$ cat config.mk
export PLATFORM = sky130hd
export DESIGN_NAME = des_key_sched_flat
export DESIGN_NICKNAME = d
export VERILOG_FILES = /design/src/rtl/des_key_sched_pkg.sv /design/src/rtl/des_key_sched_if.sv /design/src/rtl/des_key_sched_pc2.sv /design/src/rtl/des_key_sched.sv /design/src/flat_wrapper.sv
export SDC_FILE = /design/constraint.sdc
export NUM_CORES = 1
export LEC_CHECK = 0
export CORE_UTILIZATION = 37
export DETAILED_ROUTE_END_ITERATION = 8
export GPL_TIMING_DRIVEN = 0
export PLACE_DENSITY_LB_ADDON = 0.1
export SYNTH_ARGS = -nofsm -noshare
export SYNTH_HDL_FRONTEND = slang
export SYNTH_HIERARCHICAL = 1
export SYNTH_SLANG_ARGS = --single-unit
$ cat constraint.sdc
create_clock -name clk -period 6.6 [get_ports clk]
set_clock_uncertainty 0.05 [all_clocks]
set_input_delay 1.32 -clock clk [delete_from_list [all_inputs] [get_ports clk]]
set_output_delay 1.32 -clock clk [all_outputs]
set_load 0.02 [all_outputs]
$ cat src/rtl/des_key_sched_pkg.sv
// Shared types, FIPS 46-3 permutation tables and rotation helpers for the DES key scheduler.
package des_pkg;

  typedef logic [27:0] des_half_t;
  typedef logic [47:0] des_subkey_t;

  typedef enum logic [1:0] {
    ST_IDLE,
    ST_RUN,
    ST_DONE
  } des_state_t;

  // Entries are FIPS bit numbers (1 = MSB of the source vector).
  localparam int unsigned PC1 [56] = '{
    57, 49, 41, 33, 25, 17,  9,
     1, 58, 50, 42, 34, 26, 18,
    10,  2, 59, 51, 43, 35, 27,
    19, 11,  3, 60, 52, 44, 36,
    63, 55, 47, 39, 31, 23, 15,
     7, 62, 54, 46, 38, 30, 22,
    14,  6, 61, 53, 45, 37, 29,
    21, 13,  5, 28, 20, 12,  4
  };

  localparam int unsigned PC2 [48] = '{
    14, 17, 11, 24,  1,  5,
     3, 28, 15,  6, 21, 10,
    23, 19, 12,  4, 26,  8,
    16,  7, 27, 20, 13,  2,
    41, 52, 31, 37, 47, 55,
    30, 40, 51, 45, 33, 48,
    44, 49, 39, 56, 34, 53,
    46, 42, 50, 36, 29, 32
  };

  // Index 0 holds the shift for round 1.
  localparam logic [1:0] SHIFT [16] = '{
    2'd1, 2'd1, 2'd2, 2'd2, 2'd2, 2'd2, 2'd2, 2'd2,
    2'd1, 2'd2, 2'd2, 2'd2, 2'd2, 2'd2, 2'd2, 2'd1
  };

  function automatic des_half_t des_rotl(des_half_t h, logic [1:0] n);
    return (n == 2'd2) ? {h[25:0], h[27:26]} : {h[26:0], h[27]};
  endfunction

  function automatic des_half_t des_rotr(des_half_t h, logic [1:0] n);
    return (n == 2'd2) ? {h[1:0], h[27:2]} : {h[0], h[27:1]};
  endfunction

endpackage

$ cat src/rtl/des_key_sched_if.sv
// Key-load and subkey handshake bundle between the key register, scheduler and round datapath.
interface des_key_sched_if;

  logic                 start;
  logic                 decrypt;
  logic [63:0]          key;
  des_pkg::des_subkey_t subkey;
  logic                 subkey_valid;
  logic                 subkey_ready;
  logic [3:0]           round;
  logic                 busy;
  logic                 done;
  logic                 parity_err;

  modport master (
    input  start, decrypt, key, subkey_ready,
    output subkey, subkey_valid, round, busy, done, parity_err
  );

  modport slave (
    output start, decrypt, key, subkey_ready,
    input  subkey, subkey_valid, round, busy, done, parity_err
  );

endinterface

$ cat src/rtl/des_key_sched_pc2.sv
// PC-2 compression permutation: 56-bit {C,D} to a 48-bit round subkey, wiring only.
module des_pc2
  import des_pkg::*;
(
  input  des_half_t   c,
  input  des_half_t   d,
  output des_subkey_t subkey
);

  logic [55:0] cd;
  assign cd = {c, d};

  for (genvar i = 0; i < 48; i++) begin : g_pc2
    assign subkey[47-i] = cd[56-PC2[i]];
  end

endmodule

$ cat src/rtl/des_key_sched.sv
// Sequential DES key scheduler emitting K1..K16 (or K16..K1) over a valid/ready handshake.
// Optional key odd-parity checker enabled by defining DES_KEY_PARITY_CHK_EN.
//
// state   | meaning
// --------+-----------------------------------------------------------
// ST_IDLE | waiting for start; round reads 0
// ST_RUN  | subkey_valid high, one subkey per accepted handshake
// ST_DONE | one-cycle done pulse after the final acceptance
module des_key_sched
  import des_pkg::*;
(
  input logic             clk,
  input logic             rst,
  des_key_sched_if.master bus
);

  des_state_t  state;
  des_half_t   c_q, d_q;
  logic [4:0]  rnd;
  logic        dec;
  logic        valid_q, busy_q, done_q;
  logic [55:0] key_pc1;
  des_half_t   pc1_c, pc1_d;
  des_subkey_t subkey_w;
  logic [3:0]  sh_idx;
  logic [1:0]  sh;
  logic        last_round;
  logic        accept;

  for (genvar i = 0; i < 56; i++) begin : g_pc1
    assign key_pc1[55-i] = bus.key[64-PC1[i]];
  end
  assign pc1_c = key_pc1[55:28];
  assign pc1_d = key_pc1[27:0];

  // Encrypt shifts by the entry of the round being entered, decrypt by the one being left;
  // both collapse to a single 4-bit table index (round 16 wraps to 0, minus one gives 15).
  assign sh_idx     = dec ? (rnd[3:0] - 4'd1) : rnd[3:0];
  assign sh         = SHIFT[sh_idx];
  assign last_round = dec ? (rnd == 5'd1) : (rnd == 5'd16);
  assign accept     = valid_q && bus.subkey_ready;

  always_ff @(posedge clk) begin
    if (rst) begin
      state   <= ST_IDLE;
      c_q     <= '0;
      d_q     <= '0;
      rnd     <= '0;
      dec     <= 1'b0;
      valid_q <= 1'b0;
      busy_q  <= 1'b0;
      done_q  <= 1'b0;
    end else begin
      case (state)
        ST_IDLE: begin
          if (bus.start) begin
            c_q     <= bus.decrypt ? pc1_c : des_rotl(pc1_c, 2'd1);
            d_q     <= bus.decrypt ? pc1_d : des_rotl(pc1_d, 2'd1);
            rnd     <= bus.decrypt ? 5'd16 : 5'd1;
            dec     <= bus.decrypt;
            valid_q <= 1'b1;
            busy_q  <= 1'b1;
            state   <= ST_RUN;
          end
        end
        ST_RUN: begin
          if (accept) begin
            if (last_round) begin
              valid_q <= 1'b0;
              done_q  <= 1'b1;
              rnd     <= '0;
              state   <= ST_DONE;
            end else if (dec) begin
              c_q <= des_rotr(c_q, sh);
              d_q <= des_rotr(d_q, sh);
              rnd <= rnd - 5'd1;
            end else begin
              c_q <= des_rotl(c_q, sh);
              d_q <= des_rotl(d_q, sh);
              rnd <= rnd + 5'd1;
            end
          end
        end
        ST_DONE: begin
          done_q <= 1'b0;
          busy_q <= 1'b0;
          state  <= ST_IDLE;
        end
        default: state <= ST_IDLE;
      endcase
    end
  end

  des_pc2 u_pc2 (
    .c      (c_q),
    .d      (d_q),
    .subkey (subkey_w)
  );

  // The port is 4 bits wide, so round 16 reads as 0 while subkey_valid is high.
  assign bus.subkey       = subkey_w;
  assign bus.subkey_valid = valid_q;
  assign bus.round        = rnd[3:0];
  assign bus.busy         = busy_q;
  assign bus.done         = done_q;

`ifdef DES_KEY_PARITY_CHK_EN
  logic par_bad;
  logic perr_q;

  always_comb begin
    par_bad = 1'b0;
    for (int b = 0; b < 8; b++) begin
      if (!(^bus.key[8*b +: 8])) par_bad = 1'b1;
    end
  end

  always_ff @(posedge clk) begin
    if (rst) perr_q <= 1'b0;
    else if (state == ST_IDLE && bus.start) perr_q <= par_bad;
  end

  assign bus.parity_err = perr_q;
`else
  assign bus.parity_err = 1'b0;
`endif

endmodule
$ cat src/flat_wrapper.sv
// flat-port wrapper written by rule: the top's interface ports become plain ports
module des_key_sched_flat import des_pkg::*;
  (clk, rst, bus_start, bus_decrypt, bus_key, bus_subkey_ready, bus_subkey, bus_subkey_valid, bus_round, bus_busy, bus_done, bus_parity_err);
  des_key_sched_if bus_i ();
  input logic clk;
  input logic rst;
  input wire logic [$bits(bus_i.start)-1:0] bus_start;
  input wire logic [$bits(bus_i.decrypt)-1:0] bus_decrypt;
  input wire logic [$bits(bus_i.key)-1:0] bus_key;
  input wire logic [$bits(bus_i.subkey_ready)-1:0] bus_subkey_ready;
  output wire logic [$bits(bus_i.subkey)-1:0] bus_subkey;
  output wire logic [$bits(bus_i.subkey_valid)-1:0] bus_subkey_valid;
  output wire logic [$bits(bus_i.round)-1:0] bus_round;
  output wire logic [$bits(bus_i.busy)-1:0] bus_busy;
  output wire logic [$bits(bus_i.done)-1:0] bus_done;
  output wire logic [$bits(bus_i.parity_err)-1:0] bus_parity_err;
  assign bus_i.start = bus_start;
  assign bus_i.decrypt = bus_decrypt;
  assign bus_i.key = bus_key;
  assign bus_i.subkey_ready = bus_subkey_ready;
  assign bus_subkey = bus_i.subkey;
  assign bus_subkey_valid = bus_i.subkey_valid;
  assign bus_round = bus_i.round;
  assign bus_busy = bus_i.busy;
  assign bus_done = bus_i.done;
  assign bus_parity_err = bus_i.parity_err;
  des_key_sched u_core (.clk(clk), .rst(rst), .bus(bus_i));
endmodule
### Word-level counts from Yosys, hierarchy flattened

Memories as Yosys holds them, arrays and structs flattened.
Index checks and enable logic that the tools add are counted.

* bits in registers: 67
* bits in latches: 0
* RAM bits: 0
* ROM bits: 32
* input bits: 69
* output and inout port bits: 56
* word-level logic and storage cells: 73
* memories kept: 1

* $add $sub $neg: 3
* $mul: 0
* divide/modulo/power cells: 0
* magnitude comparators: 1
* eq/ne operators: 9
* shift-type cells: 0
* multiplexer cells: 38
* bitwise gates (word level): 1
* reduce and logical (&&, ||, !) cells: 12

Memory list
* (name not given): words 16, width 2, rd ports 1, clocked after Yosys merged registers in 0, write ports 0, RTL line des_key_sched.sv:39 `assign sh = SHIFT[sh_idx];`

Operator list (count)
* 28-bit two-way mux: 14
* 28-bit one-hot mux with 2 select lines: 2
* 5-bit two-way mux: 5
* 2-bit two-way mux: 5
* 5-bit one-hot mux with 2 select lines: 1
* 3-bit AND reduction: 3
* 4-bit AND reduction: 2
* 1-bit two-way mux: 6
* 1-bit one-hot mux with 2 select lines: 3
* 2-bit nonzero test: 3
* 5-bit by 1-bit adder with 5-bit output (second input constant): 1
* 5-bit by 1-bit equality test with 1-bit output (second input constant): 1
* 5-bit equality test (second input constant): 1
* 5-bit greater-or-equal comparator (second input constant): 1
* 4-bit inverter with 5-bit output: 1
* 5-bit by 1-bit subtractor with 5-bit output (second input constant): 1
* 2-bit equality test (second input constant): 2
* 4-bit two-way mux: 1
* 2-bit by 1-bit != test with 1-bit output (second input constant): 2
* 2-bit != test (second input constant): 2
* 2-bit one-hot mux with 2 select lines: 1
* 2-bit AND reduction: 2
* 4-bit by 1-bit subtractor with 4-bit output (second input constant): 1
* 2-bit by 1-bit equality test with 1-bit output (second input constant): 1
* other kinds (2): 2

### Depth between registers and ports, before layout

* word-level depth: 12
* mapped depth: 14
* depth with buffers taken out: 8

### Modules after synthesis

Netlist, hierarchy kept.

By module, submodules not included
* des_key_sched: times used 1, cells each 734, area an instance 6115.9 um^2, seq. area each 1341.3 um^2
* des_pc2: times used 1, cells each 48, area an instance 360.3 um^2, seq. area each 0.0 um^2

### Worst setup path before layout

No wires, ideal clock.

* path type: reg-to-reg
* from: reg u_core.dec
* to: reg u_core.d_q[26]
* arrival time: 2.775 ns
* setup slack: 3.644 ns
* stages on the path, launching flop included: 13
* path buffers: 4
* clock period less this slack: 2.956 ns
* cells stage by stage: dfxtp_1 -> buf_2 -> inv_1 -> clkbuf_1 -> clkbuf_1 -> ha_1 -> nand2b_1 -> mux2i_1 -> mux2i_1 -> buf_4 -> mux4_2 -> a221oi_1 -> nor3_1

* longest elaborated chain between the ends: 11
* elaborated cells on any way between the ends: 15

Ends and longest elaborated chain
* from (decl): RTL line des_key_sched.sv:20 `logic dec;`
* from (signal assigned): RTL line des_key_sched.sv:60 `dec <= bus.decrypt;`
* 4-bit two-way mux: RTL line des_key_sched.sv:38 `assign sh_idx = dec ? (rnd[3:0] - 4'd1) : rnd[3:0];`
* 4-bit inverter with 5-bit output (implied by the code): RTL line des_key_sched.sv:39
* memory 16 x 2 bit
* 2-bit two-way mux (implied by the code) (2 in series): RTL line des_key_sched.sv:39
* 2-bit equality test: RTL line des_key_sched_pkg.sv:43, des_key_sched_pkg.sv:47
* 28-bit two-way mux, on equally long branches: RTL line des_key_sched_pkg.sv:43, des_key_sched_pkg.sv:47
* 28-bit two-way mux: RTL line des_key_sched.sv:73 `end else if (dec) begin`
* 28-bit two-way mux: RTL line des_key_sched.sv:68 `if (last_round) begin`
* 28-bit two-way mux: RTL line des_key_sched.sv:67 `if (accept) begin`
* 28-bit one-hot mux with 2 select lines: RTL line des_key_sched.sv:54 `case (state)`
* to (signal assigned): RTL line des_key_sched.sv:58 `d_q <= bus.decrypt ? pc1_d : des_rotl(pc1_d, 2'd1);`
* to (signal assigned): RTL line des_key_sched.sv:75 `d_q <= des_rotr(d_q, sh);`
* to (signal assigned): RTL line des_key_sched.sv:79 `d_q <= des_rotl(d_q, sh);`
* to (decl): RTL line des_key_sched.sv:18 `des_half_t c_q, d_q;`

Several ways; a longest one is shown, not always the timed one. The select of a mux whose other input is x is not followed.
A chain may end at the register's enable or synchronous reset.

### Final worst setup path

* from: reg u_core.dec
* to: reg u_core.d_q[15]

The elaborated chain is that of the path after synthesis.

==> summary.md <==
| Metric | Value |
|---|---|
| Die area | around 18,000 µm² |
| WP data arrival | 3.89 ns |
| Most common cell after layout, fill and taps aside | nor2_1 |
| Layout cells sized above 1 | between 20% and 30% |
| Vias per cell | 5.58 |
| Worst skew pair latency | 0.35 ns |
| Post-synthesis cell area | 6480 µm² |
| WL/cell | around 18 µm |
| Remaining DRCs | 1 |
| Antenna Nets Post-Route | 0 |
| Post-DP HPWL | ~15 mm |
| Worst Path Max Fanout | 10 |
| Total GRT Usage | a little under a quarter |
| Syn Nets | about 860 |
| Gp weighted congestion | between 0.8 and 0.9 |
| Clk buf depth | 2 |
| Synthesis-to-finish area growth | 26.1% |
| Post-cts hold buffer count | 0 |
| Routed length on met2 | approximately 9.5 mm |
| Post-CTS sizing | 0 |
| Relative slew slack | roughly 34% |
| CTS tree | built |
| Vias in the first global route | 6,050 |
| Final Setup Violations | 0 |
| Worst Max-Slew Pin Slew | 0.985 ns |
| Fin crit period | 3.75 ns |
| Final Hold Fails | 0 |
| Total Nets Final | just under 1k |
| Clock tree sinks | between 60 and 70 |
| Post-CTS Setup Repair Bufs | 0 |
| Worst Path Class, Setup | flop to flop |
| Slew Limit Fails | 0 |
| Failing checks | design-rule violations |
| Drt pass-1 iters | 8 |
| Initial core utilization | between 30% and 40% |
| Max-cap violations | 0 |
| Total number of yosys warnings | 6 |
| Worst setup EP type | flop |
| Clock power frac | around 28% |
| Yosys reg bits | between 60 and 70 |
| DRT Wirelength | between 20 and 25 mm |
| Commonest non-fill, non-tap cells in the layout | 115 x nor2_1, 113 x clkdlybuf4s50_1, 67 x dfxtp_1 |
| Startpoint Class | flop |
| Post-synth top flop | dfxtp_1 |
| Maximum clock rate | around 270 MHz |
| Routed wl met3 | 792 µm |
| Synth cell types | 51 |
| Row count | 48 |
| RSZ-0062 raised after global routing | no |
| Outcome | complete, but fails checks |
| Sw Share | 36.1% |
| P per Cell Area | 201 nW/µm² |
| Number of synthesized flops with an enable pin | 0 |
| Die Ht | ~130 µm |
| WP data required | between 6 and 7 ns |
| Avg Synthesized Cell Area | 8.28 µm² |
| Comb pwr share | between 40% and 50% |
| Share of power burned in registers | a little under a third |
| Num CTS Buffers | 9 |
| # diodes | 0 |
| Area after DPL | 7890 µm² |
| Psw | about 590 µW |
| Final Instance Area | between 8000 and 9000 µm² |
| Routed vias | between 6k and 7k |
| Sequential share of the synthesized area | 20.7% |
| Async SR Flop Fraction | 0% |
| IO Count | about 130 |
| Post-Syn Instances | between 700 and 800 |
| Hold Crit Class | flop to flop |
| DRT iter0 DRCs | 366 |
| Max VDD drop | ~130 µV |
| Global route overflow | 0 |
| Die Width | roughly 130 µm |
| CTS H-tree depth | 3 |
| First-pass GRT wire length | 32.8 mm |
| Root Driver | clkbuf_16 |
| Largest net degree at the start of global routing | 11 |
| Clk slew on worst S/H paths | about 0.050 ns |
| Fin crit share | 56.9% |
| Setup tns final | 0 ns |
| Final core utilization | roughly 48% |
| Antenna violations before repair | 0 |
| Int Power | 1.05 mW |
| Highest routing layer actually used | met4 |
| PortBufs | about 110 |
| Core area | ~17,000 µm² |
| Leakage power | 3.13 nW |
| Worst-case reg-to-reg path depth | 13 |
| Hold path depth | 2 |
| DRT met1 WL | roughly 9.7 mm |
[cell families after synthesis]
logic type	share of synthesized area [%]
buffers and inverters	12.6
flip-flops	20.7
XOR/XNOR	0.135
adder cells (fa/ha/maj)	1.16
AO/OA/AOI/OAI	32.3
other	0.0579
AND/OR/NAND/NOR	13.9
multiplexers	19.1
[critical path: stages (launching register included)]
cell	delay, ns
dfxtp_1	0.35
buf_2	0.20
inv_1	0.08
clkbuf_1	0.43
clkbuf_1	0.50
ha_1	0.37
nand2b_1	0.08
mux2i_1	0.07
mux2i_1	0.27
buf_4	0.28
buf_6	0.20
clkbuf_1	0.40
a211o_1	0.22
a311oi_2	0.09
[metrics by stage]
stage	hold WS [ns]	std cells	power (mW)	setup WS (ns)
3_5_place_dp	0.400	1120	1.18	2.60
3_3_place_gp	0.400	1120	1.18	2.63
2_1_floorplan	0.441	782	0.969	3.64
5_1_grt	0.429	1135	1.74	2.57
4_1_cts	0.409	1135	1.66	2.83
6_report	0.405	1135	1.65	2.85
[path summary, 6_finish.rpt]
kind,startpoint,end,slack (ns)
setup reg to reg,u_core/dec,u_core/d_q[15],2.85
hold / removal,u_core/bus.busy,u_core/bus.busy,0.41
setup / recovery,u_core/dec,u_core/d_q[15],2.85
hold reg to reg,u_core/bus.busy,u_core/bus.busy,0.41
[per-layer routing]
| metal | GRT usage, % | vias to the layer above |
|---|---|---|
| met5 | 0 | - |
| li1 | - | 3118 |
| met3 | 2.91 | 17 |
| met1 | 31.2 | 3042 |
| met2 | 37.3 | 156 |
| met4 | 7.62 | 0 |
[area by class of cell]
| type | count | area [µm²] |
|---|---|---|
| plain buffers | 136 | 769 |
| clock buffers | 13 | 270 |
| clock inverters | 2 | 10.0 |
| fillers | 1749 | 9010 |
| inverters | 13 | 48.8 |
| multi-input cells | 566 | 4320 |
| flip-flops and latches | 67 | 1340 |
| well taps | 225 | 282 |
| repair buffers | 113 | 1130 |
[power groups by stage]
stage | Sequential, mW | Combinational (mW) | Clock [mW]
5_1_grt | 0.512 | 0.733 | 0.490
3_3_place_gp | 0.513 | 0.668 | 0
3_5_place_dp | 0.512 | 0.672 | 0
2_1_floorplan | 0.491 | 0.478 | 0
4_1_cts | 0.503 | 0.675 | 0.477
6_report | 0.504 | 0.674 | 0.468
[flip-flops by register name, indices dropped and copies added, names as in the netlist]
signal                   flops
u_core/bus.subkey_valid      1
u_core/bus.done              1
u_core/d_q                  28
u_core/c_q                  28
u_core/dec                   1
u_core/state                 2
u_core/rnd                   5
u_core/bus.busy              1
[synthesized netlist by cell type (3+ instances only)]
cell type	count	area [µm²]
a221oi_1	3	26.3
dfxtp_1	67	1340
nand2_1	10	37.5
buf_1	5	18.8
a311oi_2	46	691
a21oi_1	13	65.1
o221ai_1	4	35.0
mux2i_1	55	551
nor2_1	115	432
buf_4	55	413
nand2b_1	5	31.3
a311oi_1	8	70.1
ha_1	6	75.1
o21ai_0	60	300
o21a_1	47	353
clkbuf_1	59	221
nor3_1	55	275
inv_1	13	48.8
a211o_1	47	412
mux2_2	56	631
buf_6	5	56.3
buf_2	12	60.1
Power figures use the tool's default switching activity.
